[src/rtl/serial_byte_bridge.sv]
// Client-side UART bridge: TX and RX byte FIFOs joined to the serial link by
// two small strobe FSMs. txready/rxready are double-flopped into this clock.
module serial_byte_bridge #(
    parameter int DEPTH = 4
) (
    input  logic       clk,
    input  logic       nrst,
    input  logic [7:0] tx_byte,
    input  logic       tx_push,
    output logic       tx_full,
    output logic [7:0] rx_byte,
    output logic       rx_valid,
    input  logic       rx_pop,
    output logic [7:0] txdata,
    output logic       txclk,
    input  logic       txready,
    input  logic [7:0] rxdata,
    input  logic       rxready,
    output logic       rxclk
);

    localparam int AW = $clog2(DEPTH);

    localparam logic [1:0] TX_IDLE  = 2'd0;
    localparam logic [1:0] TX_SETUP = 2'd1;
    localparam logic [1:0] TX_HOLD  = 2'd2;

    localparam logic [0:0] RX_IDLE = 1'b0;
    localparam logic [0:0] RX_ACK  = 1'b1;

    logic         r_txr_meta, r_txr_s;
    logic         r_rxr_meta, r_rxr_s;

    logic [7:0]   r_tx_mem [DEPTH];
    logic [AW:0]  r_tx_wptr, r_tx_rptr;
    logic [7:0]   r_rx_mem [DEPTH];
    logic [AW:0]  r_rx_wptr, r_rx_rptr;

    logic [1:0]   r_tx_state;
    logic [0:0]   r_rx_state;
    logic [7:0]   r_txdata;
    logic         r_txclk;
    logic         r_rxclk;

    logic         w_tx_full, w_tx_empty, w_tx_push, w_tx_pop;
    logic         w_rx_full, w_rx_empty, w_rx_push, w_rx_pop;

    // Two-flop synchronizers; the FSMs never look at the raw inputs.
    always_ff @(posedge clk or negedge nrst) begin
        if (!nrst) begin
            r_txr_meta <= 1'b0;
            r_txr_s    <= 1'b0;
            r_rxr_meta <= 1'b0;
            r_rxr_s    <= 1'b0;
        end else begin
            r_txr_meta <= txready;
            r_txr_s    <= r_txr_meta;
            r_rxr_meta <= rxready;
            r_rxr_s    <= r_rxr_meta;
        end
    end

    assign w_tx_empty = (r_tx_wptr == r_tx_rptr);
    assign w_tx_full  = (r_tx_wptr[AW] != r_tx_rptr[AW]) &&
                        (r_tx_wptr[AW-1:0] == r_tx_rptr[AW-1:0]);
    assign w_tx_push  = tx_push && !w_tx_full;
    // The FIFO cannot be empty in TX_HOLD: the head is only released here.
    assign w_tx_pop   = (r_tx_state == TX_HOLD) && !r_txr_s;

    assign w_rx_empty = (r_rx_wptr == r_rx_rptr);
    assign w_rx_full  = (r_rx_wptr[AW] != r_rx_rptr[AW]) &&
                        (r_rx_wptr[AW-1:0] == r_rx_rptr[AW-1:0]);
    assign w_rx_push  = (r_rx_state == RX_IDLE) && r_rxr_s && !w_rx_full;
    assign w_rx_pop   = rx_pop && !w_rx_empty;

    // NOTE: FIFO storage is deliberately not reset; the pointers alone say which entries are live.
    always_ff @(posedge clk) begin
        if (w_tx_push) r_tx_mem[r_tx_wptr[AW-1:0]] <= tx_byte;
        if (w_rx_push) r_rx_mem[r_rx_wptr[AW-1:0]] <= rxdata;
    end

    always_ff @(posedge clk or negedge nrst) begin
        if (!nrst) begin
            r_tx_wptr <= '0;
            r_tx_rptr <= '0;
            r_rx_wptr <= '0;
            r_rx_rptr <= '0;
        end else begin
            if (w_tx_push) r_tx_wptr <= r_tx_wptr + 1'b1;
            if (w_tx_pop)  r_tx_rptr <= r_tx_rptr + 1'b1;
            if (w_rx_push) r_rx_wptr <= r_rx_wptr + 1'b1;
            if (w_rx_pop)  r_rx_rptr <= r_rx_rptr + 1'b1;
        end
    end

    // txdata is loaded one cycle before txclk rises so the UART sees setup time.
    always_ff @(posedge clk or negedge nrst) begin
        if (!nrst) begin
            r_tx_state <= TX_IDLE;
            r_txdata   <= 8'h00;
            r_txclk    <= 1'b0;
        end else begin
            case (r_tx_state)
                TX_IDLE: begin
                    if (r_txr_s && !w_tx_empty) begin
                        r_txdata   <= r_tx_mem[r_tx_rptr[AW-1:0]];
                        r_tx_state <= TX_SETUP;
                    end
                end
                TX_SETUP: begin
                    r_txclk    <= 1'b1;
                    r_tx_state <= TX_HOLD;
                end
                TX_HOLD: begin
                    if (!r_txr_s) begin
                        r_txclk    <= 1'b0;
                        r_tx_state <= TX_IDLE;
                    end
                end
                default: begin
                    r_txclk    <= 1'b0;
                    r_tx_state <= TX_IDLE;
                end
            endcase
        end
    end

    // A full RX FIFO simply withholds the ack, stalling the UART rather than dropping.
    always_ff @(posedge clk or negedge nrst) begin
        if (!nrst) begin
            r_rx_state <= RX_IDLE;
            r_rxclk    <= 1'b0;
        end else begin
            case (r_rx_state)
                RX_IDLE: begin
                    if (w_rx_push) begin
                        r_rxclk    <= 1'b1;
                        r_rx_state <= RX_ACK;
                    end
                end
                RX_ACK: begin
                    if (!r_rxr_s) begin
                        r_rxclk    <= 1'b0;
                        r_rx_state <= RX_IDLE;
                    end
                end
                default: begin
                    r_rxclk    <= 1'b0;
                    r_rx_state <= RX_IDLE;
                end
            endcase
        end
    end

    assign tx_full  = w_tx_full;
    assign rx_valid = !w_rx_empty;
    assign rx_byte  = w_rx_empty ? 8'h00 : r_rx_mem[r_rx_rptr[AW-1:0]];
    assign txdata   = r_txdata;
    assign txclk    = r_txclk;
    assign rxclk    = r_rxclk;

endmodule

[config.mk]
export PLATFORM = sky130hd
export DESIGN_NAME = serial_byte_bridge
export DESIGN_NICKNAME = d
export VERILOG_FILES = /design/src/rtl/serial_byte_bridge.sv
export SDC_FILE = /design/constraint.sdc
export NUM_CORES = 1
export LEC_CHECK = 0
export CORE_ASPECT_RATIO = 0.5
export CORE_MARGIN = 2
export CORE_UTILIZATION = 65
export CTS_CLUSTER_SIZE = 24
export DETAILED_ROUTE_END_ITERATION = 7
export DONT_BUFFER_PORTS = 1
export PLACE_DENSITY = 0.81
export RECOVER_POWER = 50
export SLEW_MARGIN = 10
export SYNTH_ARGS = -nofsm -noshare
export SYNTH_HDL_FRONTEND = slang
export SYNTH_SLANG_ARGS = --single-unit
export TNS_END_PERCENT = 100
[constraint.sdc]
create_clock -name clk -period 5.3 [get_ports clk]
set_input_delay 1.325 -clock clk [delete_from_list [all_inputs] [get_ports clk]]
set_output_delay 1.325 -clock clk [all_outputs]
set_load 0.005 [all_outputs]
==> Word level (Yosys, flattened, before mapping) <==
Memory sizes are Yosys's and may differ from the RTL's. A register that Yosys moved wholly into a read port is not among the register bits.
Index checks and enable logic that the tools add are counted.
{ "classes": {"add_sub_neg": 4, "n_eq_ne": 12, "n_mux": 15, "bitwise_logic": 2, "n_reduce_logical": 19} }
{ "op_table": {"columns": ["cell", "count"], "rows": [
  ["$add 3x1->3 const B", 4],
  ["$logic_and 1x1->1", 8],
  ["$mux 1", 8],
  ["$mux 8", 1],
  ["$ne 2x2->1 const B", 4],
  ["$reduce_and 2->1", 4],
  ["$eq 3x3->1", 2],
  ["$logic_not 1->1", 6],
  ["$pmux 2 s3", 1],
  ["$eq 2x2->1", 2],
  ["$mux 2", 2],
  ["$pmux 1 s2", 2],
  ["$pmux 1 s3", 1],
  ["$eq 2x1->1 const B", 1],
  ["$eq 2x2->1 const B", 1],
  ["$logic_not 2->1", 1],
  ["$ne 1x1->1", 2],
  ["$not 1->1", 2]
]} }
{ "word_totals": {"regBits": 21, "mem_bits_rw": 64, "input_bits": 22, "out_inout_bits": 20, "word_cells": 66, "memories": 2} }
{ "mem_list": {"columns": ["memory", "words", "width", "rd", "rd_clocked_by_memory_dff", "wr", "line_no", "rtl"], "rows": [
  ["r_rx_mem", 4, 8, 1, 0, 1, "36", "logic [7:0] r_rx_mem [DEPTH];"],
  ["r_tx_mem", 4, 8, 1, 1, 1, "34", "logic [7:0] r_tx_mem [DEPTH];"]
]} }

==> Longest topological paths before layout <==
Gate-level depths: netlist (run 1).
{ "logic_depth": {"depth_word": 6, "mapped_depth": 4, "mapped_depth_nobuf": 4} }

==> Worst setup path after synthesis (run 1) <==
OpenSTA, ideal clock, no wires.
{ "synth_timing": {"path_type": "flip-flop to output port", "from": "register r_rx_rptr[0]", "to": "output port rx_byte[0]", "arrival_ns": 1.478, "setup_slack_ns": 2.497, "stages_incl_launch_ff": 5, "path_buffers": 1, "path_cell_list": "dfrtp_1 -> buf_2 -> xor2_1 -> nor3_1 -> nor2b_1"} }
{ "synth_via": {"elab_chain_cells": 2} }
{ "synth_rtl": {"columns": ["element", "line_no", "rtl"], "rows": [
  ["from (decl)", "37", "logic [AW:0] r_rx_wptr, r_rx_rptr;"],
  ["from (signal assigned)", "92", "if (w_rx_pop) r_rx_rptr <= r_rx_rptr + 1'b1;"],
  ["$mem_v2 4x8 or $eq 3x3->1 (tied branches)", null, null],
  ["$mux 8 (*)", "157", "assign rx_byte = w_rx_empty ? 8'h00 : r_rx_mem[r_rx_rptr[AW-1:0]];"],
  ["to (decl)", "11", "output logic [7:0] rx_byte,"]
]} }
Mark *: on every way between the ends. The rest lies on a longest branch, timed or not.

==> Worst setup path in the final report (run 1) <==
{ "layout_timing": {"from": "register r_rx_rptr[0]", "to": "output port rx_byte[2]"} }
Same word-level chain as after synthesis.

==> results.txt, run 1 <==
----------------------------------------------------
[STA]
  Post-route fraction of the period consumed by the critical path ... 69.15%
  Transition time at the pin with the least slew margin ... 1.172 ns
  Highest clock rate ... ~270 MHz
  Final Critical Period ... 3.665 ns
  Setup repair after global routing missed its margin ... no
  Number of failing hold endpoints at the final stage ... 0
  Max-Slew Margin vs Limit ... 21.48%
  Clock Skew ... 0.005019 ns
  Number of pins exceeding their max-slew limit in the final report ... 0
  Setup_tns ... 0 ns
  Final Setup Violations ... 0

[Placement]
  Standard cell area after detailed placement ... 0.003837 mm^2
  Number of buffers added on ports ... 0
  Half-perimeter wire length of the detailed placement result ... just under 4000 um
  Final estimated routing congestion in global placement ... between 0.6 and 0.7

[Clock tree]
  Number of buffers inserted during clock tree synthesis ... 9
  CTS hold repair buffers ... 0
  Clock latency on the worst-skew pair ... 0.33 ns
  Clock slew at reported path FFs ... approximately 0.060 ns
  Root Buffer Master ... sky130_fd_sc_hd__clkbuf_16
  Clock Tree Buf Depth ... 2
  TritonCTS clock tree ... done
  CTS HTree Levels ... 3
  Number of sinks on the clock net ... 93
  Post-CTS setup buffer count ... 0
  CTS-repair resized insts ... 0

[Synth]
  Flip-flop cell with the highest count after synthesis ... sky130_fd_sc_hd__edfxtp_1
  Largest area contributor in the netlist ... sky130_fd_sc_hd__edfxtp_1
  Parity-gate share of the synthesized area counting xor and xnor cells ... 4.450%
  Unique cell type count in the Yosys netlist ... 30
  Number of enable flip-flop cells after synthesis ... 64
  Post-synthesis adder-cell area fraction ... 3.321%
  Area fraction in compound gates after synthesis ... 2.358%
  Number of synthesized register bits ... 93
  Main area contributors after synthesis ... sky130_fd_sc_hd__edfxtp_1 (51%), sky130_fd_sc_hd__dfrtp_1 (19%), sky130_fd_sc_hd__mux4_1 (5.6%)
  Mapped Nets ... 228
  Main combinational cell family by area after synthesis ... multiplexers
  Simple-gate share of the synthesized area ... 3.720%
  Synth top area share ... 51.01%
  Mux contribution to synthesized area ... 14.21%
  Async set or reset register ratio after synthesis ... 31.18%
  Count of synthesis-stage warnings from yosys ... 0
  Synthesized area per cell ... 19.22 um^2
  Cell Area, Synth ... 0.003767 mm^2
  Number of instances in the synthesized netlist ... around 200
  Sequential area share after synthesis ... 70.28%

[Power]
  Pwr per Cell Area ... 590.3 mW/mm^2
  Peak supply drop ... 0.4103 mV
  Static leakage ... 1.509 nW
  Total power draw ... 2.435 mW

[Cells and area]
  Net count, final ... 236
  Commonest non-fill, non-tap cells in the layout ... sky130_fd_sc_hd__edfxtp_1 (64), sky130_fd_sc_hd__dfrtp_1 (29), sky130_fd_sc_hd__mux2_2 (12)
  Final design area excluding fillers ... 0.004125 mm^2
  Most common cell after layout, fill and taps aside ... sky130_fd_sc_hd__edfxtp_1
  Ant diodes ... 0
  Fraction of final layout cells with drive strength greater than 1 ... 16.27%
  FILL cells ... 318
  Area growth syn-to-layout ... 9.499%

[Worst setup path]
  Worst Setup EP ... rx_byte[2]
  Arrival time at the worst endpoint ... 2.34 ns
  Logic depth of the worst register-to-register path ... 3
  Setup crit start kind ... flop
  Startpoint of the most critical register-to-register path ... r_rx_rptr[0]$_DFFE_PN0P_
  Worst reg-to-reg setup slack ... 2.97 ns
  Worst r2r dst ... r_rx_mem[1][6]$_DFFE_PP_
  CP max FO ... 12
  Required time of the critical path ... 3.97 ns
  Worst Setup Path Type ... reg2out
  Launching element of the worst setup path ... r_rx_rptr[0]$_DFFE_PN0P_
  Setup crit end kind ... output port

[Drt]
  Routed WL ... 5819 um
  Count of vias placed by the detailed router ... 1675
  Post-route antenna net violation count ... 0
  WL/cell ... approximately 21 um
  Detailed-route vias per instance ... 5.940
  DRC viols ... 0
  Drt first pass iters ... 4
  Number of DRC markers after the initial detailed-route iteration ... 55

[Status]
  Status ... complete, no violations

[Die]
  Area of the die ... 0.006458 mm^2
  Standard cell core area ... 0.005539 mm^2
  Effective utilization at floorplan ... 68.01%
  Die width ... 111.7 um
  Y dimension of the die ... 57.84 um
  I/O pin count ... 42
  Total number of placement rows ... 19

[GRT]
  First-pass GRT wire length ... roughly 9500 um
  Total grt overflow ... 0
  Antenna violations before repair ... 0
  Maximum number of pins on one net before global-route repair ... 30
  Overall global routing resource usage ... about a fifth
  Via count of the first global-routing pass ... 1856

[Flow run]
  Max-cap violations ... 0

[Min path]
  HP Class ... reg2reg

----------------------------------------------------
cell type report:
class | count | area (um^2) | share of cell area (%)
inverter | 9 | 33.78 | 0.8189
tap | 73 | 91.34 | 2.214
sequential | 93 | 2648 | 64.18
clock inverter | 1 | 30.03 | 0.7279
multi-input combinational | 90 | 1057 | 25.63
timing repair buffer | 1 | 7.507 | 0.1820
clock buffer | 15 | 257.7 | 6.248
synth_stat cells (3+ instances only):
cell	instances
sky130_fd_sc_hd__edfxtp_1	64
sky130_fd_sc_hd__dfrtp_1	29
sky130_fd_sc_hd__mux2_2	12
sky130_fd_sc_hd__ha_1	10
sky130_fd_sc_hd__inv_1	9
sky130_fd_sc_hd__xnor2_1	9
sky130_fd_sc_hd__mux4_1	8
sky130_fd_sc_hd__mux4_2	8
sky130_fd_sc_hd__nor2b_1	8
sky130_fd_sc_hd__xor2_1	7
sky130_fd_sc_hd__and2_1	6
sky130_fd_sc_hd__a31oi_1	3
sky130_fd_sc_hd__nand2_1	3
sky130_fd_sc_hd__nand2b_1	3
worst max-delay path, stage by stage, from the launching register on:
cell                      delay (ns)
sky130_fd_sc_hd__dfrtp_1        0.77
sky130_fd_sc_hd__xor2_1         0.20
sky130_fd_sc_hd__nor3_1         0.87
sky130_fd_sc_hd__nor2b_1        0.16
per-layer routing:
layer	wire, um	part of all wire (%)	GRT usage, %
met4	55	0.95	7.231
met3	352	6.0	8.787
met2	3113	53	37.14
met1	2297	39	22.64
met5	0	0	0
registers in the layout, indices dropped and copies added (netlist names), 2 cells and up:
name	cells
r_rx_rptr	3
r_tx_rptr	3
r_tx_mem	32
r_rx_mem	32
r_tx_wptr	3
r_rx_wptr	3
txdata	8
r_tx_state	2
how the worst min path moves through the flow:
stage,endpoint,slack [ns],start,cells after the start
after floorplan,r_rxr_s$_DFF_PN0_,0.33,r_rxr_meta$_DFF_PN0_,0
after global placement,r_txr_s$_DFF_PN0_,0.33,r_txr_meta$_DFF_PN0_,0
after detailed placement,r_rxr_s$_DFF_PN0_,0.34,r_rxr_meta$_DFF_PN0_,0
after CTS,r_rxr_s$_DFF_PN0_,0.36,r_rxr_meta$_DFF_PN0_,0
after global routing,r_txr_s$_DFF_PN0_,0.37,r_txr_meta$_DFF_PN0_,0
final,r_rxr_s$_DFF_PN0_,0.36,r_rxr_meta$_DFF_PN0_,0
metrics by stage:
stage	worst slack (ns)	instances	utilization, %	hold slack, ns
final	1.635	282	74.47	0.3568
after detailed placement	1.910	266	69.28	0.3404
after global placement	2.020	266	69.28	0.3335
after global routing	1.413	282	74.47	0.3718
after floorplan	2.497	196	-	0.3312
after CTS	1.548	282	74.47	0.3590
power breakdown:
group | total, mW | switching (mW) | internal [mW] | leakage (nW)
Sequential | 1.17 | 0.191 | 0.982 | 0.926
Clock | 0.619 | 0.240 | 0.379 | 0.138
Combinational | 0.642 | 0.300 | 0.342 | 0.446
cell families after synthesis:
kind of cell / after synthesis
AOI/OAI and AO/OA: 10
xor gates and xnor gates: 17
adders and majority gates: 10
buffers and inverters: 13
DFF: 93
muxes: 29
and+or+nand+nor: 24
Note: power is estimated with default switching activity, not from simulation.
==> run 2: changes to the inputs <==
- CORE_UTILIZATION: 65 -> 62
- PLACE_DENSITY: 0.81 -> 0.78
- clock period: 5.3 -> 3.8 ns (I/O delays scaled with it)
==> run 2 against run 1 <==
  * Combinational power rose by 44%
  * Global-route usage fell by 1.0 points
  * Die area rose by 4.6%
  * Via count fell by 0.24%
  * Sequential power rose by 38%
  * Routed wire length fell by 1.6%
  * Power rose by 40%
  * Cell count rose by 1.8%
  * Critical path type unchanged
  * Largest cell class unchanged
  * Highest routed layer unchanged
==> results.txt, run 2 (synthesized netlist as in run 1, its figures left out) <==
----------------------------------------------------
[Status]
  Status ... complete, no violations

[Drt]
  Routed WL ... 5727 um (-1.6%)
  DRC viols ... 0 (unchanged)
  WL/cell ... 19.95 um (-3.3%)
  Detailed-route vias per instance ... 5.822 (-2.0%)
  Number of DRC markers after the initial detailed-route iteration ... 74 (+35%)
  Post-route antenna net violation count ... 0 (unchanged)
  Count of vias placed by the detailed router ... 1671 (-0.24%)
  Drt first pass iters ... 4 (unchanged)

[Worst setup path]
  Arrival time at the worst endpoint ... 2.19 ns (-0.15 ns)
  Setup crit start kind ... flop
  Worst r2r dst ... r_rx_mem[3][5]$_DFFE_PP_
  Startpoint of the most critical register-to-register path ... r_rx_rptr[0]$_DFFE_PN0P_
  Launching element of the worst setup path ... r_rx_rptr[1]$_DFFE_PN0P_
  Logic depth of the worst register-to-register path ... 4 (+1)
  CP max FO ... 12 (unchanged)
  Setup crit end kind ... output port
  Worst Setup Path Type ... reg2out
  Worst reg-to-reg setup slack ... 1.15 ns (-1.82 ns)
  Required time of the critical path ... 2.85 ns (-1.12 ns)

[STA]
  Highest clock rate ... roughly 320 MHz
  Final Setup Violations ... 0 (unchanged)
  Setup repair after global routing missed its margin ... no
  Final Critical Period ... 3.141 ns
  Clock Skew ... 0.004677 ns (-0.0003420 ns)
  Max-Slew Margin vs Limit ... 22.38% (+0.90 points)
  Number of pins exceeding their max-slew limit in the final report ... 0 (unchanged)
  Tightest hold margin ... 0.3023 ns (-0.05449 ns)
  Transition time at the pin with the least slew margin ... 1.159 ns (-0.01341 ns)
  Post-route fraction of the period consumed by the critical path ... 82.66%
  Setup_tns ... 0 ns (unchanged)
  Number of failing hold endpoints at the final stage ... 0 (unchanged)

[Die]
  Y dimension of the die ... 59.12 um (+2.2%)
  Area of the die ... 0.006754 mm^2 (+4.6%)
  Die width ... 114.2 um (+2.3%)
  Standard cell core area ... 0.005981 mm^2 (+8.0%)
  Effective utilization at floorplan ... 62.99% (-5.0 points)
  I/O pin count ... 42 (unchanged)
  Total number of placement rows ... 20 (+1)

[Cells and area]
  Commonest non-fill, non-tap cells in the layout ... sky130_fd_sc_hd__edfxtp_1 (64), sky130_fd_sc_hd__dfrtp_1 (29), sky130_fd_sc_hd__mux2_2 (12)
  Area growth syn-to-layout ... 9.864%
  Fraction of final layout cells with drive strength greater than 1 ... 18.10% (+1.8 points)
  Net count, final ... 237 (+0.42%)
  Final std cells w/o fill ... 287 (+1.8%)
  Ant diodes ... 0 (unchanged)
  FILL cells ... 380 (+19%)
  Most common cell after layout, fill and taps aside ... sky130_fd_sc_hd__edfxtp_1

[Power]
  Static leakage ... 1.521 nW (+0.80%)
  Sequential power share ... 47.3% (-0.9 points)
  P_int ... 2.374 mW (+39%)
  Peak supply drop ... 0.4977 mV (+21%)
  Fraction of power spent switching nets ... 30.21% (+0.16 points)
  Pwr per Cell Area ... 821.8 mW/mm^2 (+39%)
  Share of total power in the clock network ... 25.5% (about the same)
  Combinational share of power ... 27.2% (+0.8 points)
  Switching power ... 1.028 mW (+40%)

[Clock tree]
  Number of sinks on the clock net ... 93 (unchanged)
  Root Buffer Master ... sky130_fd_sc_hd__clkbuf_16
  CTS hold repair buffers ... 0 (unchanged)
  Clock latency on the worst-skew pair ... 0.34 ns (about the same)
  CTS HTree Levels ... 3 (unchanged)
  TritonCTS clock tree ... done
  CTS-repair resized insts ... 0 (unchanged)
  Clock slew at reported path FFs ... 0.06 ns (about the same)
  Post-CTS setup buffer count ... 0 (unchanged)
  Number of buffers inserted during clock tree synthesis ... 9 (unchanged)
  Clock Tree Buf Depth ... 2 (unchanged)

[Placement]
  Number of cells after detailed placement ... 271 (+1.9%)
  Half-perimeter wire length of the detailed placement result ... 3666 um (-5.1%)
  Final estimated routing congestion in global placement ... 0.6826 (-2.2%)
  Number of buffers added on ports ... 0 (unchanged)

[GRT]
  First-pass GRT wire length ... 9183 um (-2.9%)
  Total grt overflow ... 0 (unchanged)
  Antenna violations before repair ... 0 (unchanged)
  Maximum number of pins on one net before global-route repair ... 30 (unchanged)
  Via count of the first global-routing pass ... 1797 (-3.2%)
  Overall global routing resource usage ... 19.61% (-1.0 points)

[Min path]
  HP Class ... in2async

[Flow run]
  Max-cap violations ... 0 (unchanged)

----------------------------------------------------
==> run 2: changes by cell type in the layout (fill, tap and decap cells not counted) <==
cell / change
sky130_fd_sc_hd__clkinv_2: +4
sky130_fd_sc_hd__clkbuf_1: -3
==> run 2: cell type report <==
cell class                 instances  area, um^2  area share (%)
sequential                        93        2648           63.97
multi-input combinational         90        1057           25.54
clock buffer                      11       242.7           5.865
tap                               77       96.34           2.328
clock inverter                     5       50.05           1.209
inverter                           9       33.78          0.8162
timing repair buffer               2       11.26          0.2721
==> run 2: through the flow <==
step                      cell area, um^2  utilization, %  power [mW]  setup slack (ns)
final                                4139           69.21       3.401            0.6590
after global placement               3850           64.37       2.512             1.053
after detailed placement             3850           64.37       2.569            0.9627
after global routing                 4139           69.21       3.612            0.4369
after CTS                            4143           69.27       3.447            0.5966
after floorplan                      3767               -       2.362             1.372
==> run 2: worst max-delay path by stage <==
stage                     cells after the start          to
after floorplan                               4  rx_byte[0]
after global placement                        3  rx_byte[3]
after detailed placement                      3  rx_byte[3]
after CTS                                     3  rx_byte[3]
after global routing                          3  rx_byte[7]
final                                         3  rx_byte[3]
==> run 2: worst max-delay path, cell delays in order (launching register included) <==
cell and delay, ns:
sky130_fd_sc_hd__dfrtp_1 0.65, sky130_fd_sc_hd__xor2_1 0.17, sky130_fd_sc_hd__nor3_1 0.87, sky130_fd_sc_hd__nor2b_1 0.16
==> run 2: power by group through the flow <==
stage / Clock (mW) / Sequential, mW / Combinational, mW
after floorplan: 0 / 1.51 / 0.850
after global routing: 0.929 / 1.65 / 1.04
after detailed placement: 0 / 1.63 / 0.938
after CTS: 0.881 / 1.62 / 0.949
after global placement: 0 / 1.61 / 0.900
final: 0.866 / 1.61 / 0.926
==> run 2: metal layers <==
layer  GRT usage (%)  up-vias  share of wire [%]
met2           33.33       40                 50
met1           22.25      850                 41
li1                -      772                  -
met4           7.840        0                1.4
met5               0        -                  0
met3           8.998        9                7.2
==> run 3: changes to the inputs <==
- clock period: 3.8 -> 3.3 ns (I/O delays scaled with it)
==> run 3 against run 2 <==
  * Count of clock-buffer cells in the layout fell by 2
  * Combinational power rose by 13%
  * Power rose by 23%
  * Clock power rose by 43%
  * Sequential power rose by 17%
  * Register-to-register slack got worse by 0.19 ns
  * Setup slack got worse by 0.073 ns
  * Critical endpoint is now rx_byte[4]
==> results.txt, run 3 (synthesized netlist as in run 1, its figures left out) <==
----------------------------------------------------
[Status]
  Status ... complete, no violations

[Drt]
  Detailed-route vias per instance ... 5.861 (+0.67%)
  Drt first pass iters ... 5 (+1)
  Post-route antenna net violation count ... 0 (unchanged)
  Routed WL ... 5749 um (+0.38%)
  DRC viols ... 0 (unchanged)
  Number of DRC markers after the initial detailed-route iteration ... 128 (+73%)
  Routed length on met1 ... 2270 um (-4.3%)
  Count of vias placed by the detailed router ... 1688 (+1.0%)
  Top layer used by detailed routing ... met4
  WL/cell ... 19.96 um (about the same)
  Routed met3 length ... 421 um (+1.9%)
  Detail Route met2 WL ... 2958 um (+3.5%)

[Cells and area]
  Net count, final ... 238 (+0.42%)
  Commonest non-fill, non-tap cells in the layout ... sky130_fd_sc_hd__edfxtp_1 (64), sky130_fd_sc_hd__dfrtp_1 (29), sky130_fd_sc_hd__mux2_2 (12)
  Fraction of final layout cells with drive strength greater than 1 ... 19.43% (+1.3 points)
  Area growth syn-to-layout ... 12.22%
  Area used by sequential logic in the layout ... 0.002648 mm^2 (unchanged)
  FILL cells ... 356 (-6.3%)
  Ant diodes ... 0 (unchanged)
  Most common cell after layout, fill and taps aside ... sky130_fd_sc_hd__edfxtp_1
  Area occupied by multi-input gates ... 0.001057 mm^2 (unchanged)

[Clock tree]
  Clock Tree Buf Depth ... 2 (unchanged)
  Number of sinks on the clock net ... 93 (unchanged)
  Post-CTS setup buffer count ... 0 (unchanged)
  TritonCTS clock tree ... done
  Root Buffer Master ... sky130_fd_sc_hd__clkbuf_16
  CTS-repair resized insts ... 0 (unchanged)
  Clock latency on the worst-skew pair ... 0.34 ns (about the same)
  CTS hold repair buffers ... 0 (unchanged)
  CTS HTree Levels ... 3 (unchanged)
  Clock slew at reported path FFs ... 0.07 ns (about the same)
  Number of buffers inserted during clock tree synthesis ... 9 (unchanged)

[Worst setup path]
  Cell-by-cell listing of the critical path ... mux4_2, nor2b_1
  Worst Setup Path Type ... reg2out
  Combined buffer and inverter count along the critical path ... 0 (unchanged)
  Instance count on the critical path ... 2 (-1)
  Slowest cell on the critical path ... sky130_fd_sc_hd__dfrtp_1
  Setup crit end kind ... output port
  Logic depth of the worst register-to-register path ... 3 (-1)
  Required time of the critical path ... 2.47 ns (-0.38 ns)
  Top Family by Delay on Critical Path ... flip-flops
  Largest stage delay on the critical path ... 0.79 ns (-0.08 ns)
  Arrival time at the worst endpoint ... 1.89 ns (-0.30 ns)
  CP max FO ... 12 (unchanged)
  Setup crit start kind ... flop

[STA]
  Clock Skew ... 0.005260 ns (+0.0005828 ns)
  Setup_tns ... 0 ns (unchanged)
  Post-route fraction of the period consumed by the critical path ... between 80% and 90%
  Highest clock rate ... 368.5 MHz
  Final Setup Violations ... 0 (unchanged)
  Setup repair after global routing missed its margin ... no
  Number of failing hold endpoints at the final stage ... 0 (unchanged)
  Max-Slew Margin vs Limit ... 46.38% (+24 points)
  Transition time at the pin with the least slew margin ... 0.7989 ns (-0.3600 ns)
  Final Critical Period ... 2.714 ns
  Number of pins exceeding their max-slew limit in the final report ... 0 (unchanged)

[Die]
  Y dimension of the die ... 59.12 um (unchanged)
  Total number of placement rows ... 20 (unchanged)
  I/O pin count ... 42 (unchanged)
  Standard cell core area ... 0.005981 mm^2 (unchanged)
  Area of the die ... 0.006754 mm^2 (unchanged)
  Effective utilization at floorplan ... 62.99% (unchanged)
  Die width ... 114.2 um (unchanged)

[Placement]
  Number of buffers added on ports ... 0 (unchanged)
  Final estimated routing congestion in global placement ... 0.7386 (+8.2%)
  Half-perimeter wire length of the detailed placement result ... 3759 um (+2.5%)

[Power]
  Combinational share of power ... 25.1% (-2.1 points)
  Peak supply drop ... 0.6607 mV (+33%)
  P_int ... 2.964 mW (+25%)
  Sequential power share ... 45.1% (-2.2 points)
  Fraction of power spent switching nets ... 29.05% (-1.2 points)
  Switching power ... 1.214 mW (+18%)
  Total power draw ... 4.178 mW (+23%)
  Share of total power in the clock network ... 29.8% (+4.3 points)
  Static leakage ... 1.558 nW (+2.4%)
  Pwr per Cell Area ... 988.3 mW/mm^2 (+20%)

[Flow run]
  Max-cap violations ... 0 (unchanged)

[GRT]
  Maximum number of pins on one net before global-route repair ... 30 (unchanged)
  Via count of the first global-routing pass ... 1796 (-0.056%)
  Antenna violations before repair ... 0 (unchanged)
  Overall global routing resource usage ... 19.61% (about the same)
  Total grt overflow ... 0 (unchanged)
  First-pass GRT wire length ... 9045 um (-1.5%)

[Min path]
  HP Class ... in2async

----------------------------------------------------
-- run 3: changes by cell type in the layout (fill, tap and decap cells not counted), sizes merged --
cell,change
clkinvlp,+1
bufinv,+3
clkinv,-4
buf,+2
inv,+2
clkbuf,-3
-- run 3: path summary, 6_finish.rpt --
kind,from,slack (ns),to
min in group clk,r_rxr_meta$_DFF_PN0_,0.35,r_rxr_s$_DFF_PN0_
min reg2reg,r_rxr_meta$_DFF_PN0_,0.35,r_rxr_s$_DFF_PN0_
max in group asynchronous,nrst,3.05,r_rx_wptr[2]$_DFFE_PN0P_
min,nrst,0.17,r_txr_meta$_DFF_PN0_
max,r_rx_rptr[0]$_DFFE_PN0P_,0.59,rx_byte[4]
max reg2reg,r_rx_rptr[0]$_DFFE_PN0P_,0.96,r_rx_mem[1][5]$_DFFE_PP_
-- run 3: metrics by stage --
stage / util, % / instances / hold slack (ns) / instance area (um^2) / setup WS (ns)
after floorplan: - / 196 / 0.3312 / 3767 / 0.9969
after global placement: 64.50 / 272 / 0.3331 / 3857 / 0.9896
after detailed placement: 64.50 / 272 / 0.3358 / 3857 / 0.9071
after CTS: 70.69 / 288 / 0.1577 / 4228 / 0.5363
after global routing: 70.69 / 288 / 0.1504 / 4228 / 0.4267
final: 70.69 / 288 / 0.1706 / 4228 / 0.5861
-- run 3: layout make-up --
cell class / count / share of cell area [%]
flip-flops and latches: 93 / 62.62
multi-input cells: 90 / 25.01
clock buffers: 9 / 5.327
clock inverters: 7 / 3.433
well taps: 77 / 2.279
inverters: 9 / 0.7991
repair buffers: 3 / 0.5327
-- run 3: routing by layer --
metal,vias up,GRT usage (%)
met1,864,21.52
met4,0,6.969
met5,-,0
met2,44,33.84
li1,771,-
met3,9,9.918
-- run 3: power groups by stage --
stage | Combinational (mW) | Clock (mW) | Sequential, mW
floorplan | 0.979 | 0 | 1.74
global placement | 1.01 | 0 | 1.89
detailed placement | 1.06 | 0 | 1.92
CTS | 1.07 | 1.27 | 1.90
finish | 1.05 | 1.24 | 1.89
global route | 1.17 | 1.31 | 1.93
-- run 3: worst reg2reg max path, stage by stage, from the launching register on --
cell	delay, ns
sky130_fd_sc_hd__dfrtp_1	0.79
sky130_fd_sc_hd__xnor2_1	0.23
sky130_fd_sc_hd__a31oi_1	0.48
sky130_fd_sc_hd__and2_1	0.49
